--- config.mk ---
export PLATFORM = sky130hd
export DESIGN_NAME = alu_arbiter
export DESIGN_NICKNAME = d
export VERILOG_FILES = /design/src/rtl/alu_pkg.sv /design/src/rtl/rr_arb2.sv /design/src/rtl/alu_arbiter.sv
export SDC_FILE = /design/constraint.sdc
export NUM_CORES = 1
export LEC_CHECK = 0
export CAP_MARGIN = 30
export CORE_ASPECT_RATIO = 0.75
export CORE_MARGIN = 4
export CORE_UTILIZATION = 44
export DETAILED_ROUTE_END_ITERATION = 8
export PLACE_DENSITY = 0.82
export SLEW_MARGIN = 20
export SYNTH_ARGS = -nofsm -noshare
export SYNTH_HDL_FRONTEND = slang
export SYNTH_HIERARCHICAL = 1
export SYNTH_SLANG_ARGS = --single-unit
--- constraint.sdc ---
create_clock -name clk -period 5.5 [get_ports clk]
set_clock_uncertainty 0.05 [all_clocks]
set_input_delay 1.1 -clock clk [delete_from_list [all_inputs] [get_ports clk]]
set_output_delay 1.1 -clock clk [all_outputs]
set_load 0.01 [all_outputs]
--- src/rtl/alu_pkg.sv ---
// Shared definitions for the ALU arbiter: op codes, FSM states, default widths.
package alu_pkg;

   localparam int DATA_W_DEF = 8;
   localparam int OP_W_DEF   = 3;
   localparam int CNT_W_DEF  = 16;

   localparam logic [2:0] ALU_ADD  = 3'd0;
   localparam logic [2:0] ALU_SUB  = 3'd1;
   localparam logic [2:0] ALU_AND  = 3'd2;
   localparam logic [2:0] ALU_OR   = 3'd3;
   localparam logic [2:0] ALU_PASS = 3'd4;
   localparam logic [2:0] ALU_SHL  = 3'd5;
   localparam logic [2:0] ALU_SHR  = 3'd6;
   localparam logic [2:0] ALU_ZERO = 3'd7;

   typedef enum logic [1:0] {
      IDLE = 2'd0,
      EXEC = 2'd1,
      RESP = 2'd2
   } state_t;

endpackage

--- src/rtl/rr_arb2.sv ---
// Two-way round-robin grant: a lone requester wins, a tie goes to the port
// that did not win last time.
module rr_arb2 (
   input  logic valid0,
   input  logic valid1,
   input  logic last_grant,
   output logic gnt_valid,
   output logic gnt_idx
);

   // Pick the winner from the current requests and the previous grant.
   always_comb begin
      gnt_valid = valid0 | valid1;
      gnt_idx   = (valid0 & valid1) ? ~last_grant : valid1;
   end

endmodule

--- src/rtl/alu_arbiter.sv ---
// Shares one external combinational ALU between two requesters. One
// operation at a time: accept (IDLE), drive the ALU from registered operands
// (EXEC), then hold the registered result on the winner's response channel
// (RESP) until it is taken.
module alu_arbiter
   import alu_pkg::*;
#(
   parameter int DATA_W = DATA_W_DEF,
   parameter int OP_W   = OP_W_DEF,
   parameter int CNT_W  = CNT_W_DEF
) (
   input  logic              clk,
   input  logic              rst_n,
   input  logic              req0_valid,
   output logic              req0_ready,
   input  logic [OP_W-1:0]   req0_op,
   input  logic [DATA_W-1:0] req0_a,
   input  logic [DATA_W-1:0] req0_b,
   output logic              rsp0_valid,
   input  logic              rsp0_ready,
   output logic [DATA_W-1:0] rsp0_data,
   input  logic              req1_valid,
   output logic              req1_ready,
   input  logic [OP_W-1:0]   req1_op,
   input  logic [DATA_W-1:0] req1_a,
   input  logic [DATA_W-1:0] req1_b,
   output logic              rsp1_valid,
   input  logic              rsp1_ready,
   output logic [DATA_W-1:0] rsp1_data,
   output logic [DATA_W-1:0] alu_a,
   output logic [DATA_W-1:0] alu_b,
   output logic [OP_W-1:0]   alu_sel,
   input  logic [DATA_W-1:0] alu_out,
   output logic              busy,
   output logic [CNT_W-1:0]  ops_done
);

   state_t              state_reg, state_next;
   logic                last_grant_reg;
   logic                gnt_reg;
   logic [OP_W-1:0]     op_reg;
   logic [DATA_W-1:0]   a_reg, b_reg, result_reg;
   logic [CNT_W-1:0]    ops_done_reg;

   logic [1:0]          req_valid_vec, req_ready_vec;
   logic [1:0]          rsp_ready_vec, rsp_valid_vec;
   logic [OP_W-1:0]     req_op_arr [2];
   logic [DATA_W-1:0]   req_a_arr [2];
   logic [DATA_W-1:0]   req_b_arr [2];
   logic [DATA_W-1:0]   rsp_data_arr [2];
   logic                gnt_valid, gnt_idx;
   logic                rsp_take;

   // Gather the two port sets into indexable vectors.
   assign req_valid_vec = {req1_valid, req0_valid};
   assign rsp_ready_vec = {rsp1_ready, rsp0_ready};
   assign req_op_arr[0] = req0_op;
   assign req_op_arr[1] = req1_op;
   assign req_a_arr[0]  = req0_a;
   assign req_a_arr[1]  = req1_a;
   assign req_b_arr[0]  = req0_b;
   assign req_b_arr[1]  = req1_b;

   rr_arb2 u_arb (
      .valid0     (req0_valid),
      .valid1     (req1_valid),
      .last_grant (last_grant_reg),
      .gnt_valid  (gnt_valid),
      .gnt_idx    (gnt_idx)
   );

   // Response is consumed only when the granted port's ready is seen in RESP.
   assign rsp_take = (state_reg == RESP) && rsp_ready_vec[gnt_reg];

   // State register.
   always_ff @(posedge clk) begin
      if (!rst_n) state_reg <= IDLE;
      else        state_reg <= state_next;
   end

   // Next-state logic: each operation spends at least one cycle per state.
   always_comb begin
      state_next = state_reg;
      case (state_reg)
         IDLE:    if (gnt_valid) state_next = EXEC;
         EXEC:    state_next = RESP;
         RESP:    if (rsp_take) state_next = IDLE;
         default: state_next = IDLE;
      endcase
   end

   // Datapath registers: latch the accepted request, capture the ALU result,
   // and update fairness/count only when the response is actually taken.
   always_ff @(posedge clk) begin
      if (!rst_n) begin
         last_grant_reg <= 1'b1;
         gnt_reg        <= 1'b0;
         op_reg         <= '0;
         a_reg          <= '0;
         b_reg          <= '0;
         result_reg     <= '0;
         ops_done_reg   <= '0;
      end else begin
         case (state_reg)
            IDLE: if (gnt_valid) begin
               gnt_reg <= gnt_idx;
               op_reg  <= req_op_arr[gnt_idx];
               a_reg   <= req_a_arr[gnt_idx];
               b_reg   <= req_b_arr[gnt_idx];
            end
            EXEC: result_reg <= alu_out;
            RESP: if (rsp_take) begin
               ops_done_reg   <= ops_done_reg + CNT_W'(1);
               last_grant_reg <= gnt_reg;
            end
            default: ;
         endcase
      end
   end

   // Outputs: ready only for the winner in IDLE, ALU inputs only in EXEC.
   always_comb begin
      req_ready_vec = 2'b00;
      alu_a         = '0;
      alu_b         = '0;
      alu_sel       = '0;
      if (state_reg == IDLE && gnt_valid) req_ready_vec[gnt_idx] = 1'b1;
      if (state_reg == EXEC) begin
         alu_a   = a_reg;
         alu_b   = b_reg;
         alu_sel = op_reg;
      end
   end

   // Per-port response channels; the idle port shows zero data.
   for (genvar gi = 0; gi < 2; gi++) begin : g_rsp
      assign rsp_valid_vec[gi] = (state_reg == RESP) && (gnt_reg == 1'(gi));
      assign rsp_data_arr[gi]  = rsp_valid_vec[gi] ? result_reg : '0;
   end

   assign req0_ready = req_ready_vec[0];
   assign req1_ready = req_ready_vec[1];
   assign rsp0_valid = rsp_valid_vec[0];
   assign rsp1_valid = rsp_valid_vec[1];
   assign rsp0_data  = rsp_data_arr[0];
   assign rsp1_data  = rsp_data_arr[1];
   assign busy       = (state_reg != IDLE);
   assign ops_done   = ops_done_reg;

endmodule
======== Word level (Yosys, flattened, before mapping) ========
Cells that the tools add are included.
W data, S select, Z words.
word-level totals
  register bits ........................... 47
  input port bits ......................... 52
  word-level logic and storage cells ...... 55
operators by class
  bitwise gates (word level) .............. 5
  $lt $le $gt $ge ......................... 4
  multiplexer cells ....................... 23
  equal/unequal tests ..................... 4
  reductions and logical operators ........ 10
  add/subtract/negate cells ............... 1
operators with widths
  kind                     number
  $mux W8                  10
  $add A16 B1 Y16 const B  1
  $mux W3                  4
  $mux W2                  3
  $pmux W2 S3              1
  $reduce_and A2 Y1        3
  $logic_and A1 B1 Y1      5
  $lt A1 B2 Y1 const B     2
  $mux W1                  4
  $ne A2 B2 Y1 const B     2
  $eq A2 B1 Y1 const B     1
  $eq A2 B2 Y1 const B     1
  $ge A2 B2 Y1 const B     1
  $logic_not A2 Y1         1
  $not A1 Y1               2
  $not A1 Y2               1
  $reduce_bool A2 Y1       1
  $and A1 B1 Y1            1
  $demux W1 S1             1
  $ge A1 B1 Y1 const B     1
  $or A1 B1 Y1             1

======== Logic depth before layout (Yosys ltp) ========
  word-level depth ........................ 7
  depth in mapped cells ................... 6
  mapped depth without buffers ............ 5

======== By module ========
Netlist, hierarchy kept.
modules (own cells, without submodules)
  module       seq. area each (µm²)  cells an instance  area an instance (µm²)  times used
  alu_arbiter  940.9                 269                2,292.2                 1
  rr_arb2      0.0                   2                  13.8                    1

======== Worst setup path after synthesis ========
Ideal clock, no wire load.
  path kind ............................... in2out
  start point ............................. input req1_valid
  end point ............................... output req1_ready
  data required time ...................... 4.350 ns
  data arrival time ....................... 2.057 ns
  setup slack ............................. 2.293 ns
  buffers on the path ..................... 2
  stages .................................. 4
  path through ............................ a21boi_1 -> clkbuf_1 -> clkbuf_1 -> and2_1
on the way
  cells in the longest elaborated chain, start to end .. 7
  elaborated cells between the ends (all ways) .. 10
  classes of those cells .................. order compare: 2; mux: 4; bitwise: 2; reduce/logical: 2
ends and longest elaborated chain
  what                                                                       line                source
  start: declaration                                                         alu_arbiter.sv:22   input logic req1_valid,
  $and A1 B1 Y1                                                              rr_arb2.sv:14       gnt_idx = (valid0 & valid1) ? ~last_grant : valid1;
  $mux W1                                                                    rr_arb2.sv:14
  $lt A1 B2 Y1 (not written as such) / $ge A1 B1 Y1 (equally long branches)  alu_arbiter.sv:127  if (state_reg == IDLE && gnt_valid) req_ready_vec[gnt_idx] = 1'b1;
  $logic_and A1 B1 Y1 (not written as such)                                  alu_arbiter.sv:127
  $mux W1 (not written as such)                                              alu_arbiter.sv:127
  $demux W1 S1                                                               alu_arbiter.sv:127
  $mux W2 *                                                                  alu_arbiter.sv:127
  end: declaration                                                           alu_arbiter.sv:23   output logic req1_ready,
Mark *: on every way between the ends. The rest lies on a longest branch, timed or not.

======== Worst setup path in the final report ========
  start point ............................. input req0_valid
  end point ............................... output req1_ready
on the way
  cells in the longest elaborated chain, start to end .. 7
  elaborated cells between the ends (all ways) .. 10
  classes of those cells .................. order compare: 2; mux: 4; bitwise: 2; reduce/logical: 2
ends and longest elaborated chain
  what                                                                       line                source
  start: declaration                                                         alu_arbiter.sv:14   input logic req0_valid,
  $and A1 B1 Y1 *                                                            rr_arb2.sv:14
  $mux W1 *                                                                  rr_arb2.sv:14
  net gnt_idx                                                                alu_arbiter.sv:51   logic gnt_valid, gnt_idx;
  $lt A1 B2 Y1 (not written as such) / $ge A1 B1 Y1 (equally long branches)  alu_arbiter.sv:127
  $logic_and A1 B1 Y1 (not written as such)                                  alu_arbiter.sv:127
  $mux W1 (not written as such)                                              alu_arbiter.sv:127
  $demux W1 S1 *                                                             alu_arbiter.sv:127
  $mux W2 *                                                                  alu_arbiter.sv:127
Mark *: on every way through the listed nets, which the timed path passes. The rest lies on a longest branch.

==> summary.md <==
Once layout is complete, the cells apart from fillers number 441. The number of cells in the design after placement is 433, and the largest fanout of any net on the critical path is 13. The worst setup path is of the in2out kind. In this run the core area contains 22 standard-cell rows.

The library cell contributing the largest single delay on the critical path was sky130_fd_sc_hd__a21boi_2. Of all cell types, the one taking the most synthesized area is sky130_fd_sc_hd__dfxtp_1. Clock latency on the worst-skew pair, taken at its later pin, is 0.30 ns.

The maximum buffer depth of the clock tree is 2. In the post-synthesis netlist, the cell with the most instances is sky130_fd_sc_hd__dfxtp_1. The cell count after synthesis came out at 271. The number of setup buffers added after CTS is 0. The actual transition at the worst max-transition pin works out to 0.905 ns. The register with the most flip-flops in the layout has 16 of them. The first TritonRoute pass finished after 5 iterations.

The tools report the final design utilization as 0.708. Across the VDD grid, the largest voltage drop is 0.142 mV. The area overhead of the layout relative to synthesis was 52.9%.

The top layer used by detailed routing is met4. Summed over all layers, the routed wires come to 6050 um. Yosys mapped a number of flops with a built-in enable equal to 0. The ratio of cells with drive above 1 in the final layout works out to 0.0542.

Global routing finished with a remaining overflow of 0. The net count of the finished layout is 422. The H-tree generated during clock tree synthesis spans 2 levels. The total of fill cells in the finished design is 418. The tools report the initial detailed-routing violation count as 103. The run gives 243 MHz as the maximum clock rate.

Clock tree synthesis selected as its root buffer the cell sky130_fd_sc_hd__clkbuf_8. The startpoint type of the worst setup path is an input pin. The number of global-route vias before repair was 2,093; the number of max-slew violations in the final report was 0.

The critical path goes through clkdlybuf4s50_1 -> a21boi_2 -> and2_1 -> clkdlybuf4s50_1. The number of nets in the synthesized netlist is 324. The area fraction of the dominant cell type after synthesis works out to 0.408. The global-route total usage across every layer is 0.184. The number of warning messages in the yosys log is 6, and the post-synthesis async set-or-reset flop share is 0.

For the worst setup path, the data required time is 4.35 ns. The count of buffers added on input and output ports is 107. Setup total negative slack on the finished layout was measured at 0 ns. The shortest clock period the worst path allows after layout was 4.11 ns; the cell area after synthesis was 2310 sq um.

For this run, the leading register cell type out of synthesis is sky130_fd_sc_hd__dfxtp_1. The number of max-capacitance violations reported is 0, and the global-route wire length before repair is 9720 um. The repair_antennas step left the layout with diodes totalling 0. The count of endpoints failing hold in the final timing report is 0, and the total I/O pin count is 108. Starting density of the core: 0.463. The logs give 0 for the number of antenna violations at the first check in global routing and 533 um for the length of routed met3 wiring. Dividing the synthesized area by the synthesized cell count gives 8.51 sq um.

The largest incremental delay on the critical path was 0.66 ns. Counting instances in the post-synthesis netlist gives the leading cell types as sky130_fd_sc_hd__dfxtp_1, sky130_fd_sc_hd__nor2_1, sky130_fd_sc_hd__and2_1. The detailed router put a total of 2600 um of wire on met1. STA classifies the critical path endpoint as an output pin. The average wire per standard cell was 13.7 um; the placed wire-length estimate after detailed placement was 4420 um.

The clock slew seen by the registers of the worst setup and hold paths was 0.08 ns. The run gives 1.30 nW as the static leakage. The number of remaining DRC errors is 0. TritonCTS built the clock tree. The logs give 4980 sq um for the placeable core area and 0 for the number of gates given a new drive strength after cts. Routability-driven placement finished with a final weighted congestion of 0.787. The mean number of vias per cell came out at 5.09.

Setup repair after global routing left no endpoint under its margin. The run gives 5 as the number of buffers added by the clock tree synthesis step. Entering global routing, the biggest net connects 47 pins.

The tools report the total clock sinks as 47. The worst hold path belongs to the class reg2reg. The run gives 36 as the distinct cell type count after synthesis. The flow ran to the end, and the final reports show no timing, DRC or antenna violations.

The sequential cell area fraction in the yosys report is 0.408. After layout, the design draws a total of 789 uW. From bottom edge to top edge, the die measures 70.7 um. Cell family with the largest share of critical-path delay: buffers and inverters. The logs give 2,246 for the count of vias placed by the detailed router and 6470 sq um for the die footprint. Together, buffers and inverters on the worst path number 2. After synthesis, the cell types taking the most area are sky130_fd_sc_hd__dfxtp_1, sky130_fd_sc_hd__mux2i_1, sky130_fd_sc_hd__and2_1.

The amount of wire on met2 after detailed routing came out at 2840 um. The most common cell type on the critical path was sky130_fd_sc_hd__clkdlybuf4s50_1. The run gives 2.96 ns as the arrival time at the worst endpoint. The synthesized design contains 47 register bits. Setup violations remaining at the end of the flow were counted as 0.

The run gives 0 as the number of buffers added to fix hold violations after cts. Remaining max-slew budget at the tightest pin: 0.396. The areal power density over the cells is 224 nW/um^2, and the overall die width is 91.6 um. The final clock period utilization by the worst path is 0.748. In this run the remaining antenna-violating nets after routing total 0.
==> report_power, final <==
group	switching, mW	internal [mW]
sequential	0.0150	0.365
combinational	0.0744	0.0894
clock	0.111	0.133
total	0.201	0.588
==> worst paths after layout <==
check | start | to | cells after the start | slack [ns]
max reg2reg | gnt_reg | ops_done[15] | 4 | 3.16
max | req0_valid | req1_ready | 4 | 1.39
min | result_reg[2] | result_reg[2] | 2 | 0.41
min reg2reg | result_reg[2] | result_reg[2] | 2 | 0.41
==> metal layers <==
layer | vias up | GRT usage
met5 | - | 0
met4 | 0 | 0.0552
met3 | 10 | 0.0765
met2 | 71 | 0.309
met1 | 1029 | 0.215
li1 | 1136 | -
==> cells by family after synthesis <==
kind of cell / share of synthesized area
adder cells (fa/ha/maj): 0.00543
multiplexers: 0.100
AO/OA/AOI/OAI: 0.119
AND/OR/NAND/NOR: 0.292
flip-flops: 0.408
XOR/XNOR: 0.0342
buffers and inverters: 0.0407
==> metrics by stage <==
stage	worst slack, ns	area, sq um	hold slack (ns)
finish	1.39	3530	0.414
global route	1.27	3530	0.446
CTS	1.39	3510	0.418
detailed placement	1.40	3410	0.406
global placement	1.42	3410	0.403
floorplan	2.29	2310	0.390
==> area by class of cell <==
class / count / area [sq um] / share of cell area
clock buffers: 6 / 72.6 / 0.0206
inverters: 4 / 15.0 / 0.00426
multi-input cells: 201 / 1280 / 0.363
flip-flops and latches: 47 / 941 / 0.267
clock inverters: 1 / 30.0 / 0.00852
repair buffers: 110 / 1100 / 0.311
well taps: 72 / 90.1 / 0.0256
==> cell usage in the layout (no fill, tap or decap), drive strengths merged <==
master / n
and4: 1
nor2: 32
xnor2: 7
clkbuf: 6
clkdlybuf4s50: 107
nor4b: 3
ha: 1
or3: 4
mux2i: 22
o21ai: 5
and2b: 1
a21oi: 17
bufinv: 1
nand2: 22
nor2b: 2
nand4: 3
nand3: 4
or4: 4
inv: 4
mux2: 1
nor3: 2
or2: 2
dfxtp: 47
nand4b: 1
nand2b: 1
and3: 8
nor4: 2
o31ai: 2
and2: 31
and4bb: 1
buf: 3
a211oi: 19
a21boi: 1
xor2: 2
==> worst min-delay path: stages (launching register included) <==
cell                      delay (ns)
sky130_fd_sc_hd__dfxtp_1        0.32
sky130_fd_sc_hd__nand2_1        0.05
sky130_fd_sc_hd__a21oi_1        0.05
(Power assumes the default switching activity.)
